File: src/rtl/ccta_pkg.sv
// ----------------------------------------------------------------------------
// ccta_pkg
//
// Shared definitions for the ccta_core conditional-compute arithmetic block.
//
// Contents:
//   DATA_W         default operand width (unsigned operands A, B, C)
//   Q_W            result width, one bit wider than DATA_W to hold the carry
//   MODE_ADD_AB    ctrl encoding for q = A + B
//   MODE_MAX_ADD_C ctrl encoding for q = max(A,B) + C
//   Q_RST          value the result register takes under reset
//
// Optional build feature (selected in ccta_core): CCTA_INREG_EN adds an
// input register stage in front of the arithmetic.
// ----------------------------------------------------------------------------
package ccta_pkg;

    localparam int DATA_W = 4;
    localparam int Q_W    = DATA_W + 1;

    // Mode select encodings driven on ctrl.
    localparam logic MODE_ADD_AB    = 1'b0;
    localparam logic MODE_MAX_ADD_C = 1'b1;

    // Result register reset value.
    localparam logic [Q_W-1:0] Q_RST = '0;

endpackage : ccta_pkg

File: src/rtl/ccta_max.sv
// ----------------------------------------------------------------------------
// ccta_max
//
// Combinational unsigned maximum selector. Ties select operand A; the value
// is the same either way, but a fixed choice keeps the mux select stable
// for equivalence checking.
//
// Ports:
//   a_i    [DATA_W-1:0]  unsigned operand A
//   b_i    [DATA_W-1:0]  unsigned operand B
//   max_o  [DATA_W-1:0]  max(a_i, b_i)
// ----------------------------------------------------------------------------
module ccta_max #(
    parameter int DATA_W = ccta_pkg::DATA_W
) (
    input  logic [DATA_W-1:0] a_i,
    input  logic [DATA_W-1:0] b_i,
    output logic [DATA_W-1:0] max_o
);

    assign max_o = (a_i >= b_i) ? a_i : b_i;

endmodule : ccta_max

File: src/rtl/ccta_core.sv
// ----------------------------------------------------------------------------
// ccta_core
//
// Registered conditional-compute arithmetic stage. Every rising edge the
// result register loads either A + B (ctrl = MODE_ADD_AB) or max(A,B) + C
// (ctrl = MODE_MAX_ADD_C). All operands are unsigned and zero-extended to
// Q_W before the add, so the full range 0..2*(2^DATA_W-1) fits without
// overflow. C does not affect the result in ADD_AB mode.
//
// Interface: there is no handshake. The block computes unconditionally on
// every edge; q is driven straight from a register, so there is no
// combinational path from any input to q.
//
// Ports:
//   clk   in   1        rising-edge clock
//   rst   in   1        synchronous, active-high reset (clears all state)
//   A     in   DATA_W   unsigned operand A
//   B     in   DATA_W   unsigned operand B
//   C     in   DATA_W   unsigned operand C (MAX_ADD_C mode only)
//   ctrl  in   1        mode select: 0 = ADD_AB, 1 = MAX_ADD_C
//   q     out  Q_W      registered result
//
// Build option:
//   CCTA_INREG_EN  when defined, A/B/C/ctrl are first captured in input
//                  registers (reset to 0) and latency grows from 1 to 2
//                  cycles. The arithmetic is identical in both builds.
// ----------------------------------------------------------------------------
module ccta_core
    import ccta_pkg::*;
#(
    parameter int DATA_W = ccta_pkg::DATA_W
) (
    input  logic                clk,
    input  logic                rst,
    input  logic [DATA_W-1:0]   A,
    input  logic [DATA_W-1:0]   B,
    input  logic [DATA_W-1:0]   C,
    input  logic                ctrl,
    output logic [DATA_W:0]     q
);

    localparam int Q_W_L = DATA_W + 1;

    // Operands as seen by the arithmetic (raw ports or captured copies).
    logic [DATA_W-1:0] a_s;
    logic [DATA_W-1:0] b_s;
    logic [DATA_W-1:0] c_s;
    logic              ctrl_s;

`ifdef CCTA_INREG_EN
    // Input stage: the operands and the mode are captured together, so a
    // mode change always travels with the operands it was sampled with.
    logic [DATA_W-1:0] a_q;
    logic [DATA_W-1:0] b_q;
    logic [DATA_W-1:0] c_q;
    logic              ctrl_q;

    always_ff @(posedge clk) begin
        if (rst) begin
            a_q    <= '0;
            b_q    <= '0;
            c_q    <= '0;
            ctrl_q <= 1'b0;
        end else begin
            a_q    <= A;
            b_q    <= B;
            c_q    <= C;
            ctrl_q <= ctrl;
        end
    end

    assign a_s    = a_q;
    assign b_s    = b_q;
    assign c_s    = c_q;
    assign ctrl_s = ctrl_q;
`else
    assign a_s    = A;
    assign b_s    = B;
    assign c_s    = C;
    assign ctrl_s = ctrl;
`endif

    // Larger of the two primary operands.
    logic [DATA_W-1:0] max_ab;

    ccta_max #(
        .DATA_W (DATA_W)
    ) u_max (
        .a_i   (a_s),
        .b_i   (b_s),
        .max_o (max_ab)
    );

    // Mode mux selects the first addend and the second addend; a single
    // Q_W-wide adder then serves both modes.
    logic [DATA_W-1:0] add_x;
    logic [DATA_W-1:0] add_y;
    logic [Q_W_L-1:0]  q_d;
    logic [Q_W_L-1:0]  q_q;

    always_comb begin
        add_x = a_s;
        add_y = b_s;
        if (ctrl_s == MODE_MAX_ADD_C) begin
            add_x = max_ab;
            add_y = c_s;
        end
        q_d = Q_W_L'(add_x) + Q_W_L'(add_y);
    end

    // Result register; reset overrides and discards the pending result.
    always_ff @(posedge clk) begin
        if (rst) begin
            q_q <= Q_W_L'(Q_RST);
        end else begin
            q_q <= q_d;
        end
    end

    assign q = q_q;

endmodule : ccta_core

File: config.mk
export PLATFORM = sky130hd
export DESIGN_NAME = ccta_core
export DESIGN_NICKNAME = d
export VERILOG_FILES = /design/src/rtl/ccta_pkg.sv /design/src/rtl/ccta_max.sv /design/src/rtl/ccta_core.sv
export SDC_FILE = /design/constraint.sdc
export NUM_CORES = 1
export LEC_CHECK = 0
export ABC_CLOCK_PERIOD_IN_PS = 5100
export BUFFER_PORTS_ARGS = -buffer_cell sky130_fd_sc_hd__buf_4
export CAP_MARGIN = 0
export CORE_ASPECT_RATIO = 0.8
export CORE_UTILIZATION = 26
export DETAILED_ROUTE_END_ITERATION = 16
export GPL_TIMING_DRIVEN = 0
export PLACE_DENSITY_LB_ADDON = 0.2
export SLEW_MARGIN = 5
export SYNTH_ARGS = -nofsm -noshare
export SYNTH_HDL_FRONTEND = slang
export SYNTH_SLANG_ARGS = --single-unit
File: constraint.sdc
create_clock -name clk -period 5.1 [get_ports clk]
set_clock_uncertainty 0.05 [all_clocks]
set_input_delay 0.51 -clock clk [delete_from_list [all_inputs] [get_ports clk]]
set_output_delay 0.51 -clock clk [all_outputs]
set_load 0.05 [all_outputs]
==> results of run 1 <==
area by class of cell:
cell class,count,area [um2]
clock buffers,4,26.28
inverters,8,30.03
multi-input cells,37,322.8
repair buffers,19,142.6
fillers,173,977.2
flip-flops and latches,5,100.1
well taps,22,27.53
report_power, final:
part | switching, mW | total (mW) | internal, mW
combinational | 0.0412 | 0.0734 | 0.0322
clock | 0.0181 | 0.0478 | 0.0297
sequential | 0.00127 | 0.0462 | 0.0450
cell families (layout without fill, tap and decap cells):
kind of cell | count (synthesis) | count (layout)
compound gates | 9 | 9
simple gates | 12 | 12
mux | 7 | 7
buf+inv | 8 | 31
fa+ha+maj | 9 | 9
flops | 5 | 5
layout by cell type, fill, tap and decap left out, drive strengths merged:
master / Yosys / final
a21o: 1 / 1
mux2i: 1 / 1
o2111ai: 1 / 1
o211ai: 1 / 1
dfxtp: 5 / 5
o21ai: 4 / 4
a21oi: 2 / 2
mux2: 6 / 6
nor3: 1 / 1
fa: 1 / 1
clkbuf: 0 / 4
nor2: 2 / 2
buf: 0 / 19
ha: 8 / 8
nor2b: 4 / 4
nor3b: 1 / 1
nand2: 4 / 4
inv: 8 / 8
routing by layer:
metal	vias up	global-route usage (%)	share of wire, %	wire (um)
met5	-	0	0	0
met4	0	4.412	1.5	13
met3	2	5.814	5.9	50
met2	8	19.79	47	398
met1	176	11.24	46	391
li1	217	-	-	-
per-stage QoR:
stage	instances	util [%]	hold WS [ns]
2_1_floorplan	50	-	0.5267
3_3_place_gp	91	38.31	0.6704
3_5_place_dp	91	38.31	0.6746
4_1_cts	95	39.92	0.4098
5_1_grt	95	39.92	0.4159
6_report	95	39.92	0.4177
how the worst max path moves through the flow:
stage,start,to,slack (ns),cells past startpoint
finish,B[3],q[3]$_SDFF_PP0_,2.51,10
global route,B[3],q[3]$_SDFF_PP0_,2.35,10
CTS,B[3],q[3]$_SDFF_PP0_,2.49,10
detailed placement,B[3],q[3]$_SDFF_PP0_,2.23,10
global placement,B[3],q[3]$_SDFF_PP0_,2.23,10
floorplan,B[3],q[3]$_SDFF_PP0_,2.46,9
==> impl_metrics.tcl, run 1 <==
set metrics [dict create \
    vias_per_cell 4.242 \
    synth-seq-cells 5 \
    path_class "input port to register" \
    setup_slack_ns 2.509 \
    slowest_stage "mux2_2" \
    grt_pass1_vias 391 \
    total_power_mw 0.1674 \
    ys_top_cells_by_area "dfxtp_1, ha_1, mux2_2" \
    die_h_um 39.33 \
    power_density_nw_per_um2 257.8 \
    synthSimpleGateAreaFrac_pct 14.36 \
    cap_violations 0 \
    whs_path_depth 2 \
    synth_top_family_by_area "adder cells" \
    grt_max_degree 9 \
    syn-cell-area_um2 452.9 \
    cp.arrival_ns 2.67 \
    layout.nets 98 \
    yosysTopAreaCellShare_pct 22.10 \
    core_um2 1627 \
    fp.dieW_um 48.67 \
    gp_congestion 0.7368 \
    synth_compound_area_share_pct 13.26 \
    fmax_mhz 385.9 \
    htree_levels 1 \
    synth-async-reset-ratio_pct 0 \
    firstDrtPassIters 2 \
    synth_mux_area_share_pct 17.13 \
    cts_buffer_depth 2 \
    cts_hold_buf 0 \
    maxSlewHeadroom_pct 77.80 \
    drt-total-wl_um 854 \
    critPathTopFamily "multiplexers" \
    grtUsageTotal_pct 11.06 \
    rsz0062_at_grt "false" \
    irDropWorstVdd_mv 0.1577 \
    worstSetupEndpointType "register" \
    synth-seq-area-share_pct 22.10 \
    clk_pin_slew_ns 0.04 \
    postCtsSetupRepairBufs 0 \
    antenna_found_initial 0 \
    finalSetupTns_ns 0 \
    cts_resized 0 \
    ys_warn_count 0 \
    diodes 0 \
    cp_cell_sequence "buf_4, inv_1, ha_1, o211ai_1, o2111ai_2, mux2_2, ha_1, a21o_1, a21oi_1, mux2_2" \
    path_buf_inv 2 \
    hold_end "q[4]$_SDFF_PP0_" \
    synthCells 50 \
    vias 403 \
    rows 13 \
    slowest_delay_ns 0.39 \
    postRouteAntennaNets 0 \
    yosysUniqueCellTypes 16 \
    grt_pass1_wl_mm 1.524 \
    yosys.area_share.adder_pct 26.52 \
    status "complete, no violations" \
    synth_edf_count 0 \
    drt-initial-drc-count 3 \
    holdCritStartpoint "rst" \
    finalSetupViolCount 0 \
    finalCritPeriodShare_pct 50.81 \
    grt-ovfl-total 0 \
    synth-main-ff-cell "dfxtp_1" \
    route.detailed.drc 0 \
    synthXorXnorAreaFrac_pct 0 \
    crit_fanout 5 \
    die-area_um2 1914 \
    largest_reg_flops 5 \
    period_minus_slack_ns 2.591 \
    start_util_pct 27.85 \
    post-place-ws_ns 2.226 \
    synth_common_cells "ha_1, inv_1, mux2_2" \
    avgSynthCellArea_um2 9.059 \
    cts_tree "done" \
    port_buffers 19 \
    startpoint_type "input port" \
    worst_slew_pin_slew_ns 0.3330 \
    finalHoldViolCount 0 \
    clockRootBuffer "clkbuf_4" \
    hold_class "input port to register" \
    clock_sinks 5 \
    final_area_um2 649.4 \
    synth_largest_area_cell "dfxtp_1" \
    area_delta_synth_final_pct 43.37 \
    drv_slew 0 \
    p_leak_nw 0.3307 \
    drive_gt1_share_pct 41.10 \
    hpwl_um 733.8 \
    io_pins 20 \
    cts-buffers-inserted 3 \
    crit_required_ns 5.18 \
    synth_nets 74 \
    wire_per_inst_um 8.989 \
    placed_area_um2 623.1 \
]
Note: power is estimated with default switching activity, not from simulation.
==> inputs of run 2 (changes only) <==
--- a/config.mk
+++ b/config.mk
@@ -5,7 +5,8 @@
 export SDC_FILE = /design/constraint.sdc
 export NUM_CORES = 1
 export LEC_CHECK = 0
-export ABC_CLOCK_PERIOD_IN_PS = 5100
+export ABC_AREA = 1
+export ABC_CLOCK_PERIOD_IN_PS = 2700
 export BUFFER_PORTS_ARGS = -buffer_cell sky130_fd_sc_hd__buf_4
 export CAP_MARGIN = 0
 export CORE_ASPECT_RATIO = 0.8
==> constraint.sdc (replaced) <==
create_clock -name clk -period 2.7 [get_ports clk]
set_clock_uncertainty 0.05 [all_clocks]
set_input_delay 0.27 -clock clk [delete_from_list [all_inputs] [get_ports clk]]
set_output_delay 0.27 -clock clk [all_outputs]
set_load 0.05 [all_outputs]
==> impl_metrics.tcl, run 2 <==
set metrics [dict create \
    layout.nets 120 \
    start_util_pct 29.07 \
    status "complete, no violations" \
    yosysUniqueCellTypes 14 \
    fp.dieW_um 50.62 \
    total_power_mw 0.3288 \
    ys_top_cells_by_area "dfxtp_1, ha_1, nand2_1" \
    irDropWorstVdd_mv 0.1946 \
    die_h_um 40.90 \
    rsz0062_at_grt "false" \
    syn-cell-area_um2 491.7 \
    synth-seq-area-share_pct 20.36 \
    route.detailed.drc 0 \
    cp.arrival_ns 2.12 \
    synth-seq-cells 5 \
    antenna_found_initial 0 \
    finalSetupTns_ns 0 \
    startpoint_type "input port" \
    port_buffers 19 \
    layout.area.seq_um2 100.1 \
    synthXorXnorAreaFrac_pct 0 \
    core_um2 1692 \
    cts_resized 0 \
    synth_compound_area_share_pct 10.43 \
    maxSlewHeadroom_pct 83.59 \
    period_minus_slack_ns 1.991 \
    htree_levels 1 \
    cap_violations 0 \
    drv_slew 0 \
    hold_class "input port to register" \
    drt-initial-drc-count 8 \
    path_class "input port to register" \
    firstDrtPassIters 4 \
    gp_congestion 0.7853 \
    largest_reg_flops 5 \
    multi_input_area_um2 335.3 \
    vias_per_cell 4.256 \
    postRouteAntennaNets 0 \
    synth_edf_count 0 \
    synth_most_common_cell "nand2_1" \
    synth_nets 96 \
    fillers 185 \
    finalHoldViolCount 0 \
    postCtsSetupRepairBufs 0 \
    drive_gt1_share_pct 28.42 \
    synth_top_family_by_area "simple AND/OR/NAND/NOR gates" \
    clk_pin_slew_ns 0.04 \
    finalSetupViolCount 0 \
    power_density_nw_per_um2 477.8 \
    grtUsageTotal_pct 11.73 \
    layout.cells.most_common "nand2_1" \
    grt_pass1_vias 448 \
    finalCritPeriodShare_pct 73.75 \
    clock_sinks 5 \
    diodes 0 \
    cts_tree "done" \
    wire_per_inst_um 8.402 \
    yosys.area_share.adder_pct 24.43 \
    synthSimpleGateAreaFrac_pct 31.04 \
    cts-buffers-inserted 3 \
    synth_common_cells "nand2_1, inv_1, ha_1" \
    fmax_mhz 502.2 \
    worst_slew_pin_slew_ns 0.2436 \
    grt_max_degree 9 \
    final_cell_mix "nand2_1, buf_4, inv_1" \
    yosysTopAreaCellShare_pct 20.36 \
    crit_required_ns 2.83 \
    grt-ovfl-total 0 \
    grt_pass1_wl_mm 1.656 \
    drt-total-wl_um 983 \
    hpwl_um 841.9 \
    cts_buffer_depth 2 \
    rows 13 \
    synth_mux_area_share_pct 2.290 \
    clockRootBuffer "clkbuf_4" \
    ys_warn_count 0 \
    area_delta_synth_final_pct 39.95 \
    p_leak_nw 0.3966 \
    vias 498 \
    cts_hold_buf 0 \
    avgSynthCellArea_um2 6.829 \
    io_pins 20 \
    die-area_um2 2070 \
    synth_largest_area_cell "dfxtp_1" \
    synthCells 72 \
    synth-main-ff-cell "dfxtp_1" \
    synth-async-reset-ratio_pct 0 \
    crit_fanout 6 \
    worstSetupEndpointType "register" \
]
==> run 2: cell count changes after synthesis, moves of 2 or more <==
cell	change
inv_1	+7
nand3_1	+7
nand2_2	+2
nand2_1	+16
nor2b_1	-4
mux2_2	-5
==> run 2: metrics by stage <==
step | utilization [%] | hold WS, ns | instance area [um2] | setup slack (ns) | cells
2_1_floorplan | - | 0.2867 | 491.7 | 0.7140 | 72
3_3_place_gp | 39.13 | 0.4215 | 661.9 | 0.4385 | 113
3_5_place_dp | 39.13 | 0.4340 | 661.9 | 0.4407 | 113
4_1_cts | 40.68 | 0.1718 | 688.2 | 0.6860 | 117
5_1_grt | 40.68 | 0.1733 | 688.2 | 0.4514 | 117
6_report | 40.68 | 0.1771 | 688.2 | 0.7088 | 117
==> run 2: report_power, final <==
group          internal [mW]  switching, mW  total (mW)
combinational         0.0590         0.0942       0.153
sequential            0.0852        0.00252      0.0877
clock                 0.0560         0.0319      0.0879
==> run 2: cell type report <==
type,count,area share [%]
Multi-Input combinational cell,52,48.73
Timing Repair Buffer,19,20.73
Inverter,15,8.182
Clock buffer,4,3.818
Tap cell,22,4.000
Sequential cell,5,14.55
==> run 2: worst paths after layout <==
check | start | end | slack, ns | cells past startpoint
max | B[3] | q[4]$_SDFF_PP0_ | 0.71 | 15
min | rst | q[1]$_SDFF_PP0_ | 0.18 | 2
==> run 2: cells by family after synthesis <==
kind of cell | Yosys count
buffers and inverters | 15
and+or+nand+nor | 34
DFF | 5
muxes | 1
adders and majority gates | 9
AOI/OAI and AO/OA | 8
==> run 2: routing by layer <==
metal	up-vias	wire length, um	GRT usage [%]
met5	-	0	0
met4	0	14	4.167
met3	2	57	5.556
met2	14	432	21.00
met1	209	480	12.58
li1	273	-	-
==> run 2: critical path, cell delays in order <==
cell and delay [ns]:
buf_4 0.08, inv_1 0.04, ha_1 0.32, nand2_1 0.07
inv_1 0.06, nand2_2 0.11, nand2_4 0.10, nand2_1 0.05
nand2_1 0.06, ha_1 0.16, inv_1 0.05, fa_1 0.37
nor2_1 0.16, o21ai_0 0.09, a21oi_1 0.12
==> inputs of run 3 (changes only) <==
--- a/config.mk
+++ b/config.mk
@@ -6,7 +6,7 @@
 export NUM_CORES = 1
 export LEC_CHECK = 0
 export ABC_AREA = 1
-export ABC_CLOCK_PERIOD_IN_PS = 2700
+export ABC_CLOCK_PERIOD_IN_PS = 2000
 export BUFFER_PORTS_ARGS = -buffer_cell sky130_fd_sc_hd__buf_4
 export CAP_MARGIN = 0
 export CORE_ASPECT_RATIO = 0.8
==> constraint.sdc (replaced) <==
create_clock -name clk -period 2 [get_ports clk]
set_clock_uncertainty 0.05 [all_clocks]
set_input_delay 0.2 -clock clk [delete_from_list [all_inputs] [get_ports clk]]
set_output_delay 0.2 -clock clk [all_outputs]
set_load 0.05 [all_outputs]
==> impl_metrics.tcl, run 3 (same netlist as run 2, synthesis figures left out) <==
set metrics [dict create \
    status "complete, no violations" \
    drt-initial-drc-count 4 \
    gp_congestion 0.7853 \
    vias_per_cell 4.383 \
    p_leak_nw 0.4132 \
    grt_pass1_vias 448 \
    drv_slew 0 \
    fillers 182 \
    power_density_nw_per_um2 628.0 \
    antenna_found_initial 0 \
    worst_slew_pin_slew_ns 0.2435 \
    fp.dieW_um 50.62 \
    die-area_um2 2070 \
    grtUsageTotal_pct 11.73 \
    path_class "input port to register" \
    cp_cell_sequence "buf_4, ha_4, inv_1, nand2_1, nand2_1, nand2_2, nand2_4, nand2_4, nand2_2, nand2_1, ha_2, inv_2, fa_2, nor2_4, o21ai_1, a21oi_1" \
    period_minus_slack_ns 1.835 \
    finalSetupTns_ns 0 \
    finalHoldViolCount 0 \
    slowest_stage "fa_2" \
    drt-total-wl_mm 1.043 \
    die_h_um 40.90 \
    finalCritPeriodShare_pct 91.73 \
    layout.nets 123 \
    port_buffers 19 \
    maxSlewHeadroom_pct 83.59 \
    slowest_delay_ns 0.38 \
    cts-buffers-inserted 3 \
    start_util_pct 29.07 \
    hold_class "input port to register" \
    cts_tree "done" \
    htree_levels 1 \
    io_pins 20 \
    diodes 0 \
    rows 13 \
    startpoint_type "input port" \
    critPathTopFamily "adder cells" \
    whs_path_depth 2 \
    area_delta_synth_final_pct 51.65 \
    total_power_mw 0.4683 \
    cts_hold_buf 0 \
    grt-ovfl-total 0 \
    irDropWorstVdd_mv 0.2628 \
    final_area_um2 745.7 \
    finalSetupViolCount 0 \
    cap_violations 0 \
    fmax_mhz 545.1 \
    grt_max_degree 9 \
    final_cell_mix "buf_4, nand2_1, inv_1" \
    route.detailed.drc 0 \
    clock_sinks 5 \
    firstDrtPassIters 4 \
    placed_area_um2 661.9 \
    hpwl_um 841.9 \
    cp.arrival_ns 1.96 \
    drive_gt1_share_pct 38.78 \
    clk_pin_slew_ns 0.04 \
    cts_buffer_depth 2 \
    clockRootBuffer "clkbuf_4" \
    core_um2 1692 \
    grt_pass1_wl_mm 1.656 \
    layout.cells.most_common "buf_4" \
    crit_cells 16 \
    crit_required_ns 2.12 \
    worstSetupEndpointType "register" \
    largest_reg_flops 5 \
    wire_per_inst_um 8.692 \
    path_buf_inv 3 \
    cp_common_cell "nand2_1" \
    vias 526 \
    crit_fanout 6 \
    postRouteAntennaNets 0 \
    hold_ws_ns 0.1092 \
]
==> run 3: worst paths after layout <==
| kind | startpoint | endpoint | slack [ns] |
|---|---|---|---|
| worst max-delay path | B[0] | q[4]$_SDFF_PP0_ | 0.17 |
| worst min-delay path | rst | q[1]$_SDFF_PP0_ | 0.11 |
==> run 3: repair_timing <==
item	in CTS	in global routing
resized for setup	0	11
endpoints found under the setup margin	0	4
buffers inserted	0	3
endpoints found under the hold margin	0	0
==> run 3: through the flow <==
step / std cells / setup WS [ns] / util [%]
2_1_floorplan: 72 / 0.08398 / -
3_5_place_dp: 113 / -0.1893 / 39.13
4_1_cts: 117 / 0.05603 / 40.68
5_1_grt: 120 / -0.01176 / 44.08
3_3_place_gp: 113 / -0.1915 / 39.13
6_report: 120 / 0.1653 / 44.08
==> run 3: cell type report <==
cell class                      instances  area (um2)  share of cell area (%)
Tap cell                               22       27.53                   3.691
Timing Repair Buffer                   22       165.2                   22.15
Multi-Input combinational cell         52       370.4                   49.66
Inverter                               15       56.30                   7.550
Clock buffer                            4       26.28                   3.523
Sequential cell                         5       100.1                   13.42
==> run 3: per-layer routing <==
| layer | routed length, um | up-vias | global-route usage [%] |
|---|---|---|---|
| met4 | 14 | 0 | 4.167 |
| met5 | 0 | - | 0 |
| met2 | 469 | 20 | 21.00 |
| met3 | 76 | 2 | 5.556 |
| met1 | 483 | 224 | 12.58 |
| li1 | - | 280 | - |
==> run 3: power breakdown <==
group	switching [mW]	internal [mW]
registers	0.00339	0.115
clock network	0.0432	0.0755
logic	0.139	0.0924
